`config.mk`:
```
export PLATFORM = sky130hd
export DESIGN_NAME = os_checker_multilane_flat
export DESIGN_NICKNAME = d
export VERILOG_FILES = /design/src/rtl/os_checker_multilane_if.sv /design/src/rtl/os_checker_multilane.sv /design/src/flat_wrapper.sv
export SDC_FILE = /design/constraint.sdc
export NUM_CORES = 1
export LEC_CHECK = 0
export CORE_AREA = 2 2 245 247
export DETAILED_ROUTE_END_ITERATION = 8
export DIE_AREA = 0 0 247 249
export PLACE_DENSITY = 0.44
export SYNTH_ARGS = -nofsm -noshare
export SYNTH_HDL_FRONTEND = slang
export SYNTH_HIERARCHICAL = 1
export SYNTH_SLANG_ARGS = --single-unit
```
`constraint.sdc`:
```
create_clock -name clk -period 1.9 [get_ports clk]
set_input_delay 0.475 -clock clk [delete_from_list [all_inputs] [get_ports clk]]
set_output_delay 0.475 -clock clk [all_outputs]
set_load 0.02 [all_outputs]
```
`src/rtl/os_checker_multilane_if.sv`:
```
// Ordered-set checker bus: extractor-side inputs and LTSSM-side status.
interface os_checker_multilane_if #(
  parameter int LANES = 4,
  parameter int CNT_W = 5
);
  logic [3:0]                  substate;
  logic [7:0]                  linkNumber;
  logic [LANES-1:0][7:0]       laneNumbers;
  logic [LANES-1:0][127:0]     orderedset;
  logic [LANES-1:0]            valid;
  logic [LANES-1:0]            lane_enable;
  logic [LANES-1:0][CNT_W-1:0] lane_cnt;
  logic [LANES-1:0]            lane_done;
  logic                        all_done;
  logic [7:0]                  rateid;
  logic                        upconfigure_capability;
  logic [LANES-1:0][7:0]       mismatch_cnt;

  modport master (
    output substate, linkNumber, laneNumbers, orderedset, valid, lane_enable,
    input  lane_cnt, lane_done, all_done, rateid, upconfigure_capability, mismatch_cnt
  );

  modport slave (
    input  substate, linkNumber, laneNumbers, orderedset, valid, lane_enable,
    output lane_cnt, lane_done, all_done, rateid, upconfigure_capability, mismatch_cnt
  );
endinterface

```
`src/rtl/os_checker_multilane.sv`:
```
// Multi-lane TS1/TS2/Idle ordered-set checker feeding the LTSSM.
// Optional per-lane mismatch statistics enabled by OSC_MISMATCH_STATS_EN.
module os_checker_lane #(
  parameter int DEVICETYPE = 0,
  parameter int CNT_W      = 5
) (
  input  logic             clk,
  input  logic             reset,
  input  logic [3:0]       i_substate,
  input  logic             i_sub_chg,
  input  logic [7:0]       i_link_num,
  input  logic [7:0]       i_lane_num,
  input  logic [127:0]     i_os,
  input  logic             i_valid,
  input  logic             i_enable,
  output logic [CNT_W-1:0] o_cnt,
  output logic [7:0]       o_mism
);
  localparam logic [7:0] PAD = 8'hF7;
  localparam logic [7:0] TS1 = 8'h2A;
  localparam logic [7:0] TS2 = 8'h25;

  logic [7:0] w_link, w_lane, w_id, w_rate, w_sym0;
  logic       w_up, w_b43;
  logic       w_match, w_in_range, w_chk8, w_cons_ok, w_unused;

  logic [CNT_W-1:0] r_cnt;
  logic [7:0]       r_rate;
  logic             r_up;
  logic             r_hist_vld;

  assign w_sym0   = i_os[7:0];
  assign w_link   = i_os[15:8];
  assign w_lane   = i_os[23:16];
  assign w_rate   = i_os[39:32];
  assign w_up     = i_os[42];
  assign w_b43    = i_os[43];
  assign w_id     = i_os[87:80];
  assign w_unused = ^{i_os[127:88], i_os[79:44], i_os[41:40], i_os[31:24]};

  always_comb begin
    w_match    = 1'b0;
    w_in_range = 1'b1;
    w_chk8     = 1'b0;
    case (i_substate)
      4'd2: w_match = (w_link == PAD) && (w_lane == PAD) &&
                      ((w_id == TS2) || ((w_id == TS1) && (!w_b43 || w_up)));
      4'd3: w_match = (w_link == PAD) && (w_lane == PAD) && (w_id == TS2);
      4'd4: w_match = (DEVICETYPE == 0) ?
                      ((w_link == i_link_num) && (w_lane == PAD) && (w_id == TS1)) :
                      ((w_link != PAD) && (w_lane == PAD) && (w_id == TS1));
      4'd5: w_match = (DEVICETYPE != 0) &&
                      (w_link == i_link_num) && (w_lane != PAD) && (w_id == TS1);
      4'd6, 4'd7: w_match = (w_link == i_link_num) && (w_lane == i_lane_num) &&
                            (w_id == ((DEVICETYPE == 0) ? TS1 : TS2));
      4'd8: begin
        w_match = (w_link == i_link_num) && (w_lane == i_lane_num) && (w_id == TS2);
        w_chk8  = 1'b1;
      end
      4'd9: w_match = (w_sym0 == 8'h00);
      default: w_in_range = 1'b0;
    endcase
  end

  // An empty history makes the first set after entering substate 8 consistent.
  assign w_cons_ok = !r_hist_vld || ((w_rate == r_rate) && (w_up == r_up));

  always_ff @(posedge clk or negedge reset) begin
    if (!reset)                                  r_cnt <= '0;
    else if (!i_enable || i_sub_chg || !w_in_range) r_cnt <= '0;
    else if (i_valid) begin
      if (!w_match)                   r_cnt <= '0;
      else if (w_chk8 && !w_cons_ok)  r_cnt <= CNT_W'(1);
      else if (r_cnt != '1)           r_cnt <= r_cnt + 1'b1;
    end
  end

  always_ff @(posedge clk or negedge reset) begin
    if (!reset) begin
      r_rate     <= '0;
      r_up       <= 1'b0;
      r_hist_vld <= 1'b0;
    end else if (!i_enable || i_sub_chg) begin
      r_hist_vld <= 1'b0;
    end else if (i_valid) begin
      r_rate     <= w_rate;
      r_up       <= w_up;
      r_hist_vld <= 1'b1;
    end
  end

  assign o_cnt = r_cnt;

`ifdef OSC_MISMATCH_STATS_EN
  logic [7:0] r_mism;
  always_ff @(posedge clk or negedge reset) begin
    if (!reset)         r_mism <= '0;
    else if (i_sub_chg) r_mism <= '0;
    else if (i_enable && i_valid && w_in_range &&
             (!w_match || (w_chk8 && !w_cons_ok)) && (r_mism != 8'hFF))
      r_mism <= r_mism + 8'd1;
  end
  assign o_mism = r_mism;
`else
  assign o_mism = '0;
`endif
endmodule

module os_checker_multilane #(
  parameter int LANES      = 4,
  parameter int DEVICETYPE = 0,
  parameter int CNT_W      = 5,
  parameter int REQ_COUNT  = 8
) (
  input logic              clk,
  input logic              reset,
  os_checker_multilane_if.slave bus
);
  logic [3:0]                  r_sub_q;
  logic                        w_sub_chg;
  logic [LANES-1:0][CNT_W-1:0] w_cnt;
  logic [LANES-1:0][7:0]       w_mism;
  logic [LANES-1:0]            w_done;
  logic [7:0]                  r_rateid, w_sel_rate;
  logic                        r_up, w_sel_up;

  assign w_sub_chg = (bus.substate != r_sub_q);

  always_ff @(posedge clk or negedge reset) begin
    if (!reset) r_sub_q <= '0;
    else        r_sub_q <= bus.substate;
  end

  for (genvar gi = 0; gi < LANES; gi++) begin : g_lane
    os_checker_lane #(.DEVICETYPE(DEVICETYPE), .CNT_W(CNT_W)) u_lane (
      .clk        (clk),
      .reset      (reset),
      .i_substate (bus.substate),
      .i_sub_chg  (w_sub_chg),
      .i_link_num (bus.linkNumber),
      .i_lane_num (bus.laneNumbers[gi]),
      .i_os       (bus.orderedset[gi]),
      .i_valid    (bus.valid[gi]),
      .i_enable   (bus.lane_enable[gi]),
      .o_cnt      (w_cnt[gi]),
      .o_mism     (w_mism[gi])
    );
    assign w_done[gi] = (w_cnt[gi] >= CNT_W'(REQ_COUNT));
  end

  // Lowest-index valid enabled lane wins; scan downward so it is assigned last.
  always_comb begin
    w_sel_rate = r_rateid;
    w_sel_up   = r_up;
    for (int i = LANES - 1; i >= 0; i--) begin
      if (bus.valid[i] && bus.lane_enable[i]) begin
        w_sel_rate = bus.orderedset[i][39:32];
        w_sel_up   = bus.orderedset[i][42];
      end
    end
  end

  always_ff @(posedge clk or negedge reset) begin
    if (!reset) begin
      r_rateid <= '0;
      r_up     <= 1'b0;
    end else begin
      r_rateid <= w_sel_rate;
      r_up     <= w_sel_up;
    end
  end

  assign bus.lane_cnt               = w_cnt;
  assign bus.lane_done              = w_done;
  assign bus.all_done               = (&(w_done | ~bus.lane_enable)) & (|bus.lane_enable);
  assign bus.rateid                 = r_rateid;
  assign bus.upconfigure_capability = r_up;
  assign bus.mismatch_cnt           = w_mism;
endmodule
```
`src/flat_wrapper.sv`:
```
// flat-port wrapper written by rule: the top's interface ports become plain ports
module os_checker_multilane_flat 
#(
  parameter int LANES      = 4,
  parameter int DEVICETYPE = 0,
  parameter int CNT_W      = 5,
  parameter int REQ_COUNT  = 8
)
  (clk, reset, bus_substate, bus_linkNumber, bus_laneNumbers, bus_orderedset, bus_valid, bus_lane_enable, bus_lane_cnt, bus_lane_done, bus_all_done, bus_rateid, bus_upconfigure_capability, bus_mismatch_cnt);
  os_checker_multilane_if #(.LANES(LANES), .CNT_W(CNT_W)) bus_i ();
  input logic clk;
  input logic reset;
  input wire logic [$bits(bus_i.substate)-1:0] bus_substate;
  input wire logic [$bits(bus_i.linkNumber)-1:0] bus_linkNumber;
  input wire logic [$bits(bus_i.laneNumbers)-1:0] bus_laneNumbers;
  input wire logic [$bits(bus_i.orderedset)-1:0] bus_orderedset;
  input wire logic [$bits(bus_i.valid)-1:0] bus_valid;
  input wire logic [$bits(bus_i.lane_enable)-1:0] bus_lane_enable;
  output wire logic [$bits(bus_i.lane_cnt)-1:0] bus_lane_cnt;
  output wire logic [$bits(bus_i.lane_done)-1:0] bus_lane_done;
  output wire logic [$bits(bus_i.all_done)-1:0] bus_all_done;
  output wire logic [$bits(bus_i.rateid)-1:0] bus_rateid;
  output wire logic [$bits(bus_i.upconfigure_capability)-1:0] bus_upconfigure_capability;
  output wire logic [$bits(bus_i.mismatch_cnt)-1:0] bus_mismatch_cnt;
  assign bus_i.substate = bus_substate;
  assign bus_i.linkNumber = bus_linkNumber;
  assign bus_i.laneNumbers = bus_laneNumbers;
  assign bus_i.orderedset = bus_orderedset;
  assign bus_i.valid = bus_valid;
  assign bus_i.lane_enable = bus_lane_enable;
  assign bus_lane_cnt = bus_i.lane_cnt;
  assign bus_lane_done = bus_i.lane_done;
  assign bus_all_done = bus_i.all_done;
  assign bus_rateid = bus_i.rateid;
  assign bus_upconfigure_capability = bus_i.upconfigure_capability;
  assign bus_mismatch_cnt = bus_i.mismatch_cnt;
  os_checker_multilane #(.LANES(LANES), .DEVICETYPE(DEVICETYPE), .CNT_W(CNT_W), .REQ_COUNT(REQ_COUNT)) u_core (.clk(clk), .reset(reset), .bus(bus_i));
endmodule
```
; Yosys cells after proc, flatten, opt, wreduce, memory -nomap -nowiden
; Index checks and enable logic that the tools add are counted.
[word_totals]
regBits = 73
latchBits = 0
ramBits = 0
romBits = 0
inputBits = 566
out_inout_bits = 66
word_cells = 235
n_memories = 0
[op_classes]
addsub = 4
n_mul = 0
div = 0
n_lt_le_gt_ge = 4
n_eq_ne = 49
n_shift = 0
muxes = 42
bitwise_logic = 7
n_reduce_logical = 110
[op_table]
columns = cell, n
row1 = $mux W5, 20
row2 = $eq A8 B8 Y1, 12
row3 = $eq A8 B6 Y1 const B, 8
row4 = $eq A8 B8 Y1 const B, 8
row5 = $logic_and A1 B1 Y1, 48
row6 = $logic_not A8 Y1, 4
row7 = $mux W8, 4
row8 = $pmux W1 S6, 4
row9 = $add A5 B1 Y5 const B, 4
row10 = $ge A5 B4 Y1 const B, 4
row11 = $logic_or A1 B1 Y1, 20
row12 = $ne A5 B5 Y1 const B, 4
row13 = $logic_not A1 Y1, 17
row14 = $eq A4 B3 Y1 const B, 4
row15 = $ne A4 B1 Y1 const B, 4
row16 = $reduce_and A2 Y1, 8
row17 = $reduce_bool A2 Y1, 8
row18 = $mux W1, 14
row19 = $eq A4 B2 Y1 const B, 2
row20 = $eq A4 B4 Y1 const B, 2
row21 = $reduce_or A8 Y1, 1
row22 = $eq A1 B1 Y1, 4
row23 = $ne A4 B4 Y1, 1
row24 = $not A1 Y1, 4
row25 = other kinds (7), 7

; Longest topological paths before layout
; Gate-level depths: netlist of run 1.
[depth]
ltp_word = 9
ltp_mapped = 8
mapped_depth_nobuf = 8

; Modules after synthesis
; Netlist of run 1, hierarchy kept.
[by_module_without_submodules]
columns = module, instances, cells_per_inst, area_each_um2, seq_area_each_um2
row1 = os_checker_lane at u_core.g_lane[2].u_lane ..., 2, 137, 1333.8, 375.4
row2 = os_checker_lane at u_core.g_lane[0].u_lane ..., 2, 130, 1251.2, 375.4
row3 = os_checker_multilane, 1, 97, 940.9, 325.3

; Worst setup path after synthesis of run 1
; No wires, ideal clock.
[synth_path]
kind = reg2reg
startpoint = register u_core.g_lane[1].u_lane.r_cnt[1]
endpoint = register u_core.g_lane[1].u_lane.r_cnt[3]
setup_ns = 0.064
t_arrival_ns = 2.029
required_ns = 1.836
slack_ns = -0.194
path_stages_with_launch = 9
path_buffers = 0
synth_period_minus_slack_ns = 2.094
cell_sequence = dfrtp_1 -> ha_1 -> and3_1 -> ha_1 -> nor2b_1 -> nand3_1 -> or3b_2 -> a21oi_2 -> a21o_1
[synth_via]
elab_chain_len = 6
elab_cells_between_ends = 9
classes_between = add/sub (1) / eq/ne (2) / mux (5) / reduce/logical (1)
[synth_rtl]
columns = item, line_no
row1 = "start, declared", os_checker_multilane.sv:27  ; logic [CNT_W-1:0] r_cnt;
row2 = "start signal, assigned", os_checker_multilane.sv:74  ; else if (r_cnt != '1) r_cnt <= r_cnt + 1'b1;
row3 = $add A5 B1 Y5, os_checker_multilane.sv:74
row4 = $mux W5, os_checker_multilane.sv:74
row5 = $mux W5, os_checker_multilane.sv:73  ; else if (w_chk8 && !w_cons_ok) r_cnt <= CNT_W'(1);
row6 = $mux W5, os_checker_multilane.sv:72  ; if (!w_match) r_cnt <= '0;
row7 = $mux W5, os_checker_multilane.sv:71  ; else if (i_valid) begin
row8 = $mux W5, os_checker_multilane.sv:70  ; else if (!i_enable || i_sub_chg || !w_in_range) r_cnt <= '0;
; Several ways; a longest one is shown, not always the timed one. The select of a mux whose other input is x is not followed.
; A chain may end at the register's enable or synchronous reset.

; Worst setup path in the final report of run 1
[layout_path]
startpoint = input bus_orderedset[340]
endpoint = register u_core.g_lane[2].u_lane.r_cnt[0]
[layout_via]
elab_chain_len = 8
elab_cells_between_ends = 15
classes_between = eq/ne (3) / mux (4) / reduce/logical (8)
[layout_rtl]
columns = item, line_no
row1 = "start, declared", flat_wrapper.sv:16  ; input wire logic [$bits(bus_i.orderedset)-1:0] bus_orderedset;
row2 = $eq A8 B6 Y1, "os_checker_multilane.sv:47, os_checker_multilane.sv:50, os_checker_multilane.sv:55"
row3 = $logic_and A1 B1 Y1, os_checker_multilane.sv:47  ; ((w_id == TS2) || ((w_id == TS1) && (!w_b43 || w_up)));
row4 = $logic_or A1 B1 Y1, os_checker_multilane.sv:47
row5 = $logic_and A1 B1 Y1, os_checker_multilane.sv:46  ; 4'd2: w_match = (w_link == PAD) && (w_lane == PAD) &&
row6 = $pmux W1 S6 (*), os_checker_multilane.sv:45  ; case (i_substate)
row7 = $mux W5, os_checker_multilane.sv:72
row8 = $mux W5, os_checker_multilane.sv:71
row9 = $mux W5, os_checker_multilane.sv:70
row10 = "end signal, assigned", os_checker_multilane.sv:74
row11 = "end, declared", os_checker_multilane.sv:27
; Mark *: on every way between the ends. The rest lies on a longest branch, timed or not. The select of a mux whose other input is x is not followed.

==> impl_metrics.yaml, run 1 <==
outcome:
  run_status: "finished, violations left"
  violations: "setup timing"
sta:
  relSlewSlack_pct: 62.10
  whs_ns: 0.05791
  min_period_ns: 2.079
  maxSlewViolCount: 0
  setup_violations: 17
  setup_ws_ns: -0.1791
  final_hold_viol_count: 0
  setup_tns_ns: -1.608
  tightest_slew_ns: 0.5626
  fin_skew_ns: 0.009884
  fmax_mhz: 481.0
  rsz0062_at_grt: "true"
  period_share_pct: 109.4
power_and_ir_drop:
  power_frac_seq_pct: 33.9
  internal-power_uw: 4047
  clock_power_share_pct: 31.7
  vdd_ir_drop_max_mv: 0.3998
  p_total_uw: 5905
  pwr-share-comb_pct: 34.3
  p_leak_uw: 0.005276
  power.density_nw_per_um2: 489.8
  swShare_pct: 31.46
  switchingPower_uw: 1858
cts:
  cts_buffers: 9
  clock_path_buffers: 2
  cts_sinks: 73
  postCtsHoldBufs: 0
  clk_pin_slew_ns: 0.07
  clkLatencyLatePin_ns: 0.36
  cts_root_buffer: "clkbuf_16"
  cts_tree: "built"
  cts_max_level: 3
setup_path:
  crit_buf_inv: 3
  crit_path_frequent_cell: "buf_6"
  cpPeakStageDelay_ns: 0.53
  worstPathArrival_ns: 2.35
  crit_path_end_kind: "register"
  cp_top_family: "simple AND/OR/NAND/NOR gates"
  start_kind: "input port"
  crit_chain: "buf_6, or4b_4, buf_6, nor3_4, nand4_1, a211oi_4, buf_12, o21ai_2, a211oi_2"
  path_max_fanout: 5
  criticalPathCategory: "input port to register"
  crit_required_ns: 2.17
  cp_slowest_cell: "or4b_4"
grt:
  antenna_found_initial: 4
  grtUsageTotal_pct: 10.11
  globalRoute.totalOverflow: 0
  grt_first_pass_wirelength_um: 45600
  grt_pass1_vias: 7079
  grt_start_max_net_pins: 39
floorplanning:
  start_util_pct: 10.41
  die_area_um2: 61500
  die_y_um: 249
  die_w_um: 247
  rows: 89
  ioPinCount: 632
  core_area_um2: 58690
layout:
  drive_gt1_share_pct: 34.91
  fin_nets: 1646
  area_delta_synth_final_pct: 97.30
logic_synthesis:
  synth.distinct_cells: 64
  yosysWarningCount: 6
  avgSynthCellArea_um2: 9.684
  ys_seq_area_share_pct: 29.89
  ys.flop_type: "dfrtp_1"
  syn_area_um2: 6111
  syn_inst: 631
  async_reset_ff_share_pct: 100.0
  synth-edff-count: 0
  ys_ff_latch: 73
route:
  firstDrtPassIters: 4
  vias_per_cell: 3.575
  first_iter_violations: 296
  num_vias: 6624
  wire_per_inst_um: 17.18
  ant_nets: 0
  drc: 0
  routed_wl_um: 31840
place:
  io_buffers: 255
  place_hpwl_um: 26020
  gp_congestion: 0.7793
hold_path:
  hold_path_class: "input port to asynchronous set/reset pin"
run:
  cap_violations: 0
[area by class of cell]
cell class	instances	area [um^2]
Antenna cell	3	7.507
Clock buffer	10	239.0
Clock inverter	6	75.07
Fill cell	6442	46630
Inverter	7	30.03
Multi-Input combinational cell	534	4658
Sequential cell	73	1833
Tap cell	773	967.2
Timing Repair Buffer	447	4247
[final timing paths]
kind / startpoint / cells after the start / slack [ns] / endpoint
worst min-delay path: reset / 1 / 0.06 / u_core/g_lane[2].u_lane/o_cnt[0]$_DFFE_PN0P_
max in group asynchronous: reset / 2 / 1.25 / u_core/g_lane[1].u_lane/o_cnt[4]$_DFFE_PN0P_
worst max register to register: u_core/g_lane[1].u_lane/o_cnt[1]$_DFFE_PN0P_ / 7 / 0.01 / u_core/g_lane[1].u_lane/o_cnt[2]$_DFFE_PN0P_
worst max-delay path: bus_orderedset[340] / 9 / -0.18 / u_core/g_lane[2].u_lane/o_cnt[0]$_DFFE_PN0P_
worst min register to register: u_core/g_lane[2].u_lane/r_rate[1]$_DFFE_PN0P_ / 1 / 0.51 / u_core/g_lane[2].u_lane/r_rate[1]$_DFFE_PN0P_
min in group clk: bus_substate[0] / 3 / 0.45 / u_core/r_sub_q[0]$_DFF_PN0_
[power groups by stage]
| stage | logic (uW) | registers (uW) | clock network, uW |
|---|---|---|---|
| after floorplan | 891 | 2030 | 0 |
| after global placement | 1930 | 2020 | 0 |
| after detailed placement | 1940 | 2030 | 0 |
| after global routing | 2200 | 2040 | 1990 |
| final | 2030 | 2000 | 1870 |
| after CTS | 2010 | 2000 | 1920 |
[metal layers]
metal | global-route usage [%] | vias up | routed length, um | share of wire (%)
li1 | - | 3162 | - | -
met1 | 12.86 | 3176 | 13890 | 44
met2 | 17.13 | 253 | 15200 | 48
met3 | 2.306 | 31 | 2088 | 6.6
met4 | 2.478 | 2 | 645 | 2.0
met5 | 0 | - | 13 | 0.041
[Yosys cell counts (6+ instances only)]
cell / number / area share, %
a211oi_2: 6 / 1.2
a21o_1: 8 / 0.98
a21oi_2: 8 / 1.1
a2bb2oi_1: 9 / 1.3
a31oi_1: 11 / 1.1
and3_1: 10 / 1.0
buf_4: 36 / 4.4
clkbuf_1: 6 / 0.37
dfrtp_1: 73 / 30
ha_1: 8 / 1.6
inv_1: 7 / 0.43
mux2_1: 18 / 3.3
mux2_2: 18 / 3.3
nand2_1: 36 / 2.2
nand3_1: 18 / 1.5
nand3b_1: 26 / 3.2
nand4_1: 31 / 3.2
nor2_1: 27 / 1.7
nor2b_1: 18 / 1.8
nor3_1: 12 / 0.98
nor3b_1: 8 / 0.98
nor4bb_1: 6 / 0.98
o2111ai_1: 8 / 1.1
o211ai_1: 19 / 2.3
o21ai_1: 6 / 0.49
xnor2_1: 72 / 10
xor2_1: 32 / 4.6
[worst reg2reg max path, stage by stage, from the launching register on]
cell and delay (ns):
dfrtp_2 0.40, ha_2 0.20, and3_4 0.19, ha_4 0.16, buf_4 0.15, or4b_4 0.51, a21oi_2 0.13, a21o_1 0.09
[state kept, by name, indices dropped and copies added (netlist names)]
name                               cells
u_core/g_lane.u_lane/r_up              4
u_core/g_lane.u_lane/r_hist_vld        4
u_core/r_sub_q                         4
u_core/bus.upconfigure_capability      1
u_core/g_lane.u_lane/o_cnt            20
u_core/g_lane.u_lane/r_rate           32
u_core/bus.rateid                      8
[kinds of logic after synthesis]
kind of cell	Yosys count	synth area share [%]
AO/OA/AOI/OAI	105	14.05
XOR/XNOR	104	14.91
adder cells (fa/ha/maj)	8	1.638
buffers and inverters	53	5.651
flip-flops	73	29.89
multiplexers	36	6.634
other	4	0.2456
AND/OR/NAND/NOR	248	26.99
[per-stage QoR]
step,cell area (um^2),util (%),instances,setup WS (ns)
finish,12060,20.54,1853,-0.1791
global route,12050,20.54,1851,-0.2534
CTS,11700,19.94,1841,-0.2090
detailed placement,10860,18.50,1802,-1.147
global placement,10860,18.50,1802,-1.012
floorplan,6291,-,659,-0.1064
[cell usage in the layout (no fill, tap or decap), drive strengths merged, types with 4 or more instances in the layout]
cell type and count:
clkbuf 17, and2 6, o21ai 14, nand2b 4, o311ai 4, a2bb2oi 9, dfrtp 73, nand3b 26
nand4b 4, nor2b 18, dlygate4sd2 62, nand2 39, or4b 6, dlymetal6s2s 41, nor2 27, nand3 18
clkdlybuf4s50 118, a31oi 11, a211oi 9, nand4 33, a21oi 12, nor4b 6, o21a 4, conb 32
ha 8, a21o 8, clkdlybuf4s15 9, nor4bb 6, and3 13, o211ai 19, mux2 36, inv 8
nor3 16, xor2 32, buf 207, nor4 7, o2111ai 8, nor3b 8, xnor2 72
[timing repair]
item / in CTS / in global routing
pin swaps: 61 / 55
gates cloned: 7 / 0
setup endpoints to repair: 81 / 29
buffers inserted: 17 / 11
resized for setup: 210 / 102
(Power assumes the default switching activity.)
==> run 2: changes to the inputs <==
--- a/config.mk
+++ b/config.mk
@@ -13,3 +13,4 @@
 export SYNTH_HDL_FRONTEND = slang
 export SYNTH_HIERARCHICAL = 1
 export SYNTH_SLANG_ARGS = --single-unit
+export TNS_END_PERCENT = 30
==> constraint.sdc (replaced) <==
create_clock -name clk -period 1.8 [get_ports clk]
set_input_delay 0.45 -clock clk [delete_from_list [all_inputs] [get_ports clk]]
set_output_delay 0.45 -clock clk [all_outputs]
set_load 0.02 [all_outputs]
==> run 2 against run 1 <==
Critical endpoint is now u_core/g_lane[1].u_lane/o_cnt[4]$_DFFE_PN0P_. The run still ends with setup timing left. Sequential cell count unchanged. Non-clock buffer count decreased by 4. Routed wire length decreased by 1.1%. Global-route usage decreased by 0.12 points. Combinational power increased by 5%. Register-to-register slack got worse by 0.11 ns. Critical path depth decreased by 1. Via count decreased by 1.2%. Die area unchanged. Utilization decreased by 0.29 points.
==> impl_metrics.yaml, run 2 (same netlist as run 1, synthesis figures left out) <==
sta:
  period_share_pct: 110.1
  fmax_mhz: 504.7
  min_period_ns: 1.981
  relSlewSlack_pct: 66.77
  fin_skew_ns: 0.008698
  final_hold_viol_count: 0
  setup_violations: 22
  rsz0062_at_grt: "true"
  maxSlewViolCount: 0
  setup_tns_ns: -2.453
  setup_ws_ns: -0.1813
  tightest_slew_ns: 0.4946
layout:
  n_fill_cell: 6422
  drive_gt1_share_pct: 35.14
  regMostFlops: "u_core/g_lane.u_lane/r_rate"
  fin_area_um2: 11890
  multi_input_area_um2: 4643
  area_delta_synth_final_pct: 94.51
  final_cell_mix: "buf_4, clkdlybuf4s50_1, dlygate4sd2_1, xnor2_1, dfrtp_1"
  fin_nets: 1642
  final_cells: 1847
  final_common_cell: "buf_4"
  register_area_um2: 1834
  largest_reg_flops: 32
floorplanning:
  ioPinCount: 632
  rows: 89
  core_area_um2: 58690
  die_area_um2: 61500
  die_w_um: 247
  start_util_pct: 10.41
  die_y_um: 249
place:
  place_area_um2: 10890
  place_ws_ns: -1.155
  io_buffers: 255
  gp_congestion: 0.7701
  placed_cells_incl_taps: 1808
  place_hpwl_um: 26550
cts:
  postCtsHoldBufs: 0
  clkLatencyLatePin_ns: 0.35
  cts_tree: "built"
  clk_pin_slew_ns: 0.06
  cts_buffers: 9
  clock_path_buffers: 2
  cts_max_level: 3
  cts_root_buffer: "clkbuf_16"
  cts_sinks: 73
route:
  firstDrtPassIters: 4
  wire_per_inst_um: 17.05
  num_vias: 6542
  drc: 0
  routed_wl_um: 31490
  first_iter_violations: 248
  vias_per_cell: 3.542
  ant_nets: 0
power_and_ir_drop:
  vdd_ir_drop_max_mv: 0.3935
  power.density_nw_per_um2: 507.1
  p_total_uw: 6027
  p_leak_uw: 0.005163
setup_path:
  ff2ff_setup_slack_ns: -0.10
  crit_chain: "clkdlybuf4s50_1, xnor2_1, nand4_1, o311ai_4, nor2b_4, o21ai_4, a21oi_2, a21o_1"
  criticalPathCategory: "input port to register"
  crit_required_ns: 2.08
  cpPeakStageDelay_ns: 0.49
  start_kind: "input port"
  path_max_fanout: 4
  cp_slowest_cell: "clkdlybuf4s50_1"
  worstPathArrival_ns: 2.26
  crit_path_end_kind: "register"
run:
  cap_violations: 0
outcome:
  run_status: "finished, violations left"
  violations: "setup timing"
grt:
  grt_start_max_net_pins: 29
  grtUsageTotal_pct: 9.996
  grt_pass1_vias: 7001
  grt_first_pass_wirelength_um: 45080
  antenna_found_initial: 7
  globalRoute.totalOverflow: 0
hold_path:
  hold_path_class: "input port to asynchronous set/reset pin"
## run 2: layer usage
| metal | routed length, um | track usage, % | up-vias |
|---|---|---|---|
| met4 | 204 | 1.394 | 2 |
| met2 | 14870 | 16.95 | 246 |
| met3 | 2052 | 1.842 | 21 |
| met5 | 13 | 0 | - |
| met1 | 14350 | 13.37 | 3123 |
| li1 | - | - | 3150 |
## run 2: where the power goes
part           switching [uW]  internal, uW
logic                     948          1190
clock network             785           986
registers                 195          1930
total                    1930          4100
## run 2: path summary, 6_finish.rpt
kind / to / startpoint / cells after the start
worst min register to register: u_core/g_lane[3].u_lane/r_up$_DFFE_PN0P_ / u_core/g_lane[3].u_lane/r_up$_DFFE_PN0P_ / 1
worst max register to register: u_core/g_lane[0].u_lane/o_cnt[3]$_DFFE_PN0P_ / u_core/g_lane[0].u_lane/o_cnt[1]$_DFFE_PN0P_ / 8
max in group asynchronous: u_core/g_lane[1].u_lane/o_cnt[0]$_DFFE_PN0P_ / reset / 2
worst max-delay path: u_core/g_lane[1].u_lane/o_cnt[4]$_DFFE_PN0P_ / bus_orderedset[161] / 8
min in group clk: u_core/g_lane[2].u_lane/r_rate[4]$_DFFE_PN0P_ / bus_orderedset[292] / 2
worst min-delay path: u_core/g_lane[3].u_lane/r_rate[1]$_DFFE_PN0P_ / reset / 1
## run 2: area by class of cell
class                   instances  share of cell area [%]
clock buffers                  10                   2.011
diodes                          1                 0.02105
multi-input cells             534                   39.06
clock inverters                 6                  0.4105
well taps                     773                   8.137
flip-flops and latches         73                   15.43
inverters                       7                  0.2526
repair buffers                443                   34.67
## run 2: through the flow
stage | utilization [%] | hold slack (ns)
final | 20.25 | 0.01152
after detailed placement | 18.56 | 0.3917
after global placement | 18.56 | 0.3958
after global routing | 20.25 | 0.02347
after CTS | 19.93 | 0.01654
after floorplan | - | 0.1544
## run 2: worst max-delay path, delay by kind of cell
| family | cells | cell delay (ns) |
|---|---|---|
| compound gates | 4 | 0.68 |
| buf+inv | 1 | 0.49 |
| xor+xnor | 1 | 0.14 |
| simple gates | 2 | 0.49 |
## run 2: repair_timing
item,in CTS,in global routing
pin swaps,73,60
setup endpoints to repair,94,59
cloned,7,0
buffers inserted,18,2
gates resized for setup,259,83
==> run 3: changes to the inputs <==
--- a/config.mk
+++ b/config.mk
@@ -5,12 +5,11 @@
 export SDC_FILE = /design/constraint.sdc
 export NUM_CORES = 1
 export LEC_CHECK = 0
-export CORE_AREA = 2 2 245 247
+export CORE_AREA = 2 2 247 249
 export DETAILED_ROUTE_END_ITERATION = 8
-export DIE_AREA = 0 0 247 249
-export PLACE_DENSITY = 0.44
+export DIE_AREA = 0 0 249 251
+export PLACE_DENSITY = 0.42
 export SYNTH_ARGS = -nofsm -noshare
 export SYNTH_HDL_FRONTEND = slang
-export SYNTH_HIERARCHICAL = 1
 export SYNTH_SLANG_ARGS = --single-unit
 export TNS_END_PERCENT = 30
==> run 3 against run 2 <==
The run still ends with setup timing left. Sequential share of layout area shrank 0.063 points. Total power grew 3.3%. Clock power grew 7%. Clock skew shrank 0.0028 ns. Combinational power grew 3%. Fmax shrank 19%. Critical endpoint is now u_core.g_lane[2].u_lane.o_cnt[3]$_DFFE_PN0P_.
==> impl_metrics.yaml, run 3 <==
place:
  io_buffers: 255
  place_hpwl_um: 26090
  gp_congestion: 0.7355
  placed_cells_incl_taps: 1799
floorplanning:
  core_area_um2: 59790
  start_util_pct: 9.410
  die_y_um: 251
  rows: 90
  die_area_um2: 62500
  ioPinCount: 632
  die_w_um: 249
power_and_ir_drop:
  vdd_ir_drop_max_mv: 0.3313
  p_total_uw: 6228
  p_leak_uw: 0.005298
  power.density_nw_per_um2: 523.3
cts:
  cts_root_buffer: "clkbuf_16"
  clk_pin_slew_ns: 0.07
  cts_buffers: 9
  postCtsHoldBufs: 0
  clock_path_buffers: 2
  cts_max_level: 3
  clkLatencyLatePin_ns: 0.34
  cts_tree: "built"
  cts_sinks: 73
setup_path:
  start_kind: "input port"
  worstPathArrival_ns: 2.67
  criticalPathCategory: "input port to register"
  crit_required_ns: 2.03
  timing.rr.start: "u_core.g_lane[0].u_lane.r_rate[7]$_DFFE_PN0P_"
  crit_path_end_kind: "register"
  cp_slowest_cell: "or4b_4"
  crit_buf_inv: 1
  cpPeakStageDelay_ns: 0.56
  cp_top_family: "simple AND/OR/NAND/NOR gates"
  crit_path_start: "bus_orderedset[340]"
  path_max_fanout: 4
  crit_chain: "buf_6, or4b_4, or3_4, or3b_4, o31ai_4, o211ai_2, a211oi_4, or4b_1, nand3_1"
outcome:
  run_status: "finished, violations left"
  violations: "setup timing"
sta:
  whs_ns: 0.07779
  period_share_pct: 135.1
  relSlewSlack_pct: 61.61
  rsz0062_at_grt: "true"
  fin_skew_ns: 0.005908
  min_period_ns: 2.431
  setup_tns_ns: -14.21
  setup_ws_ns: -0.6312
  setup_violations: 58
  final_hold_viol_count: 0
  tightest_slew_ns: 0.5740
  maxSlewViolCount: 0
  fmax_mhz: 411.3
logic_synthesis:
  yosys-top-cells-area: "dfrtp_1, xor2_1, xnor2_1"
  yosysMostFrequentCell: "dfrtp_1"
  ys_seq_area_share_pct: 32.47
  ys.flop_type: "dfrtp_1"
  avgSynthCellArea_um2: 9.553
  synth.distinct_cells: 73
  ys_ff_latch: 73
  yosysTopAreaCell: "dfrtp_1"
  syn_inst: 589
  synthTopCellsByCount: "dfrtp_1, xor2_1, xnor2_1"
  yosysWarningCount: 0
  synth-edff-count: 0
  syn_area_um2: 5627
  yosys.area.top_type_share_pct: 32.47
  async_reset_ff_share_pct: 100.0
route:
  firstDrtPassIters: 4
  ant_nets: 0
  routed_wl_um: 31320
  vias_per_cell: 3.437
  wire_per_inst_um: 16.98
  num_vias: 6337
  first_iter_violations: 161
  drc: 0
layout:
  final_cells: 1844
  area_delta_synth_final_pct: 111.5
  final_cell_mix: "buf_4, clkdlybuf4s50_1, dfrtp_1, dlygate4sd2_1, xor2_1"
  fin_nets: 1625
  final_common_cell: "buf_4"
  regMostFlops: "u_core.g_lane.u_lane.r_rate"
  largest_reg_flops: 32
  n_fill_cell: 6600
  drive_gt1_share_pct: 39.79
grt:
  grt_pass1_vias: 6814
  grtUsageTotal_pct: 9.818
  grt_start_max_net_pins: 74
  grt_first_pass_wirelength_um: 44830
  globalRoute.totalOverflow: 0
  antenna_found_initial: 18
hold_path:
  hold_path_class: "input port to asynchronous set/reset pin"
run:
  cap_violations: 0
## run 3: cell types whose count changed after synthesis, moves of 11 or more
cell      before  now
xor2_1        32   56
nand3b_1      26    3
xnor2_1       72   50
mux2_1        18    0
mux2_2        18   36
o211ai_1      19    2
nor2b_1       18    2
nor4_1         5   19
inv_1          7   20
a22oi_1        1   12
## run 3: final cells by class
| type | instances | area (um^2) | area share [%] |
|---|---|---|---|
| multi-input cells | 487 | 4554 | 38.26 |
| repair buffers | 457 | 4136 | 34.75 |
| flip-flops and latches | 73 | 1829 | 15.37 |
| well taps | 782 | 978.4 | 8.220 |
| clock buffers | 10 | 239.0 | 2.008 |
| inverters | 20 | 75.07 | 0.6307 |
| clock inverters | 6 | 67.56 | 0.5676 |
| diodes | 9 | 22.52 | 0.1892 |
## run 3: final timing paths
kind / cells after the start / slack [ns] / to
worst max-delay path: 9 / -0.63 / u_core.g_lane[2].u_lane.o_cnt[3]$_DFFE_PN0P_
worst min-delay path: 2 / 0.08 / u_core.g_lane[2].u_lane.r_rate[3]$_DFFE_PN0P_
worst max register to register: 9 / -0.39 / u_core.g_lane[0].u_lane.o_cnt[4]$_DFFE_PN0P_
worst min register to register: 2 / 0.51 / u_core.g_lane[3].u_lane.r_hist_vld$_DFFE_PN0P_
max in group asynchronous: 2 / 1.27 / u_core.g_lane[0].u_lane.o_cnt[3]$_DFFE_PN0P_
min in group clk: 1 / 0.26 / u_core.r_sub_q[2]$_DFF_PN0_
## run 3: logic make-up (layout without fill, tap and decap cells)
logic type / count (synthesis) / after routing / synth area share, %
AOI/OAI and AO/OA: 90 / 90 / 12.03
and+or+nand+nor: 209 / 212 / 22.59
DFF: 73 / 73 / 32.47
xor gates and xnor gates: 106 / 106 / 16.50
adders and majority gates: 11 / 11 / 2.446
other: 1 / 41 / 0.06665
muxes: 36 / 36 / 7.205
buffers and inverters: 63 / 493 / 6.693
## run 3: per-stage QoR
step | utilization, % | instance area [um^2] | worst slack (ns)
floorplan | - | 5824 | -0.7488
global placement | 17.49 | 10460 | -1.549
detailed placement | 17.49 | 10460 | -1.559
CTS | 19.09 | 11410 | -0.7810
global route | 19.87 | 11880 | -0.7214
finish | 19.91 | 11900 | -0.6312
## run 3: repair_timing
item / CTS / global route
setup endpoints to repair: 95 / 74
resized for setup: 293 / 151
gates cloned: 3 / 0
pin swaps: 63 / 97
setup buffers: 16 / 13
hold endpoints to repair: 0 / 0
## run 3: layer usage
metal / vias up / track usage (%) / wire length, um
met3: 27 / 3.179 / 2307
li1: 3055 / - / -
met2: 196 / 15.60 / 14050
met1: 3049 / 13.09 / 14650
met5: - / 0 / 62
met4: 10 / 1.662 / 246
## run 3: report_power, final
group	switching [uW]	internal [uW]
sequential	199	1930
combinational	908	1290
clock	787	1120
total	1890	4330
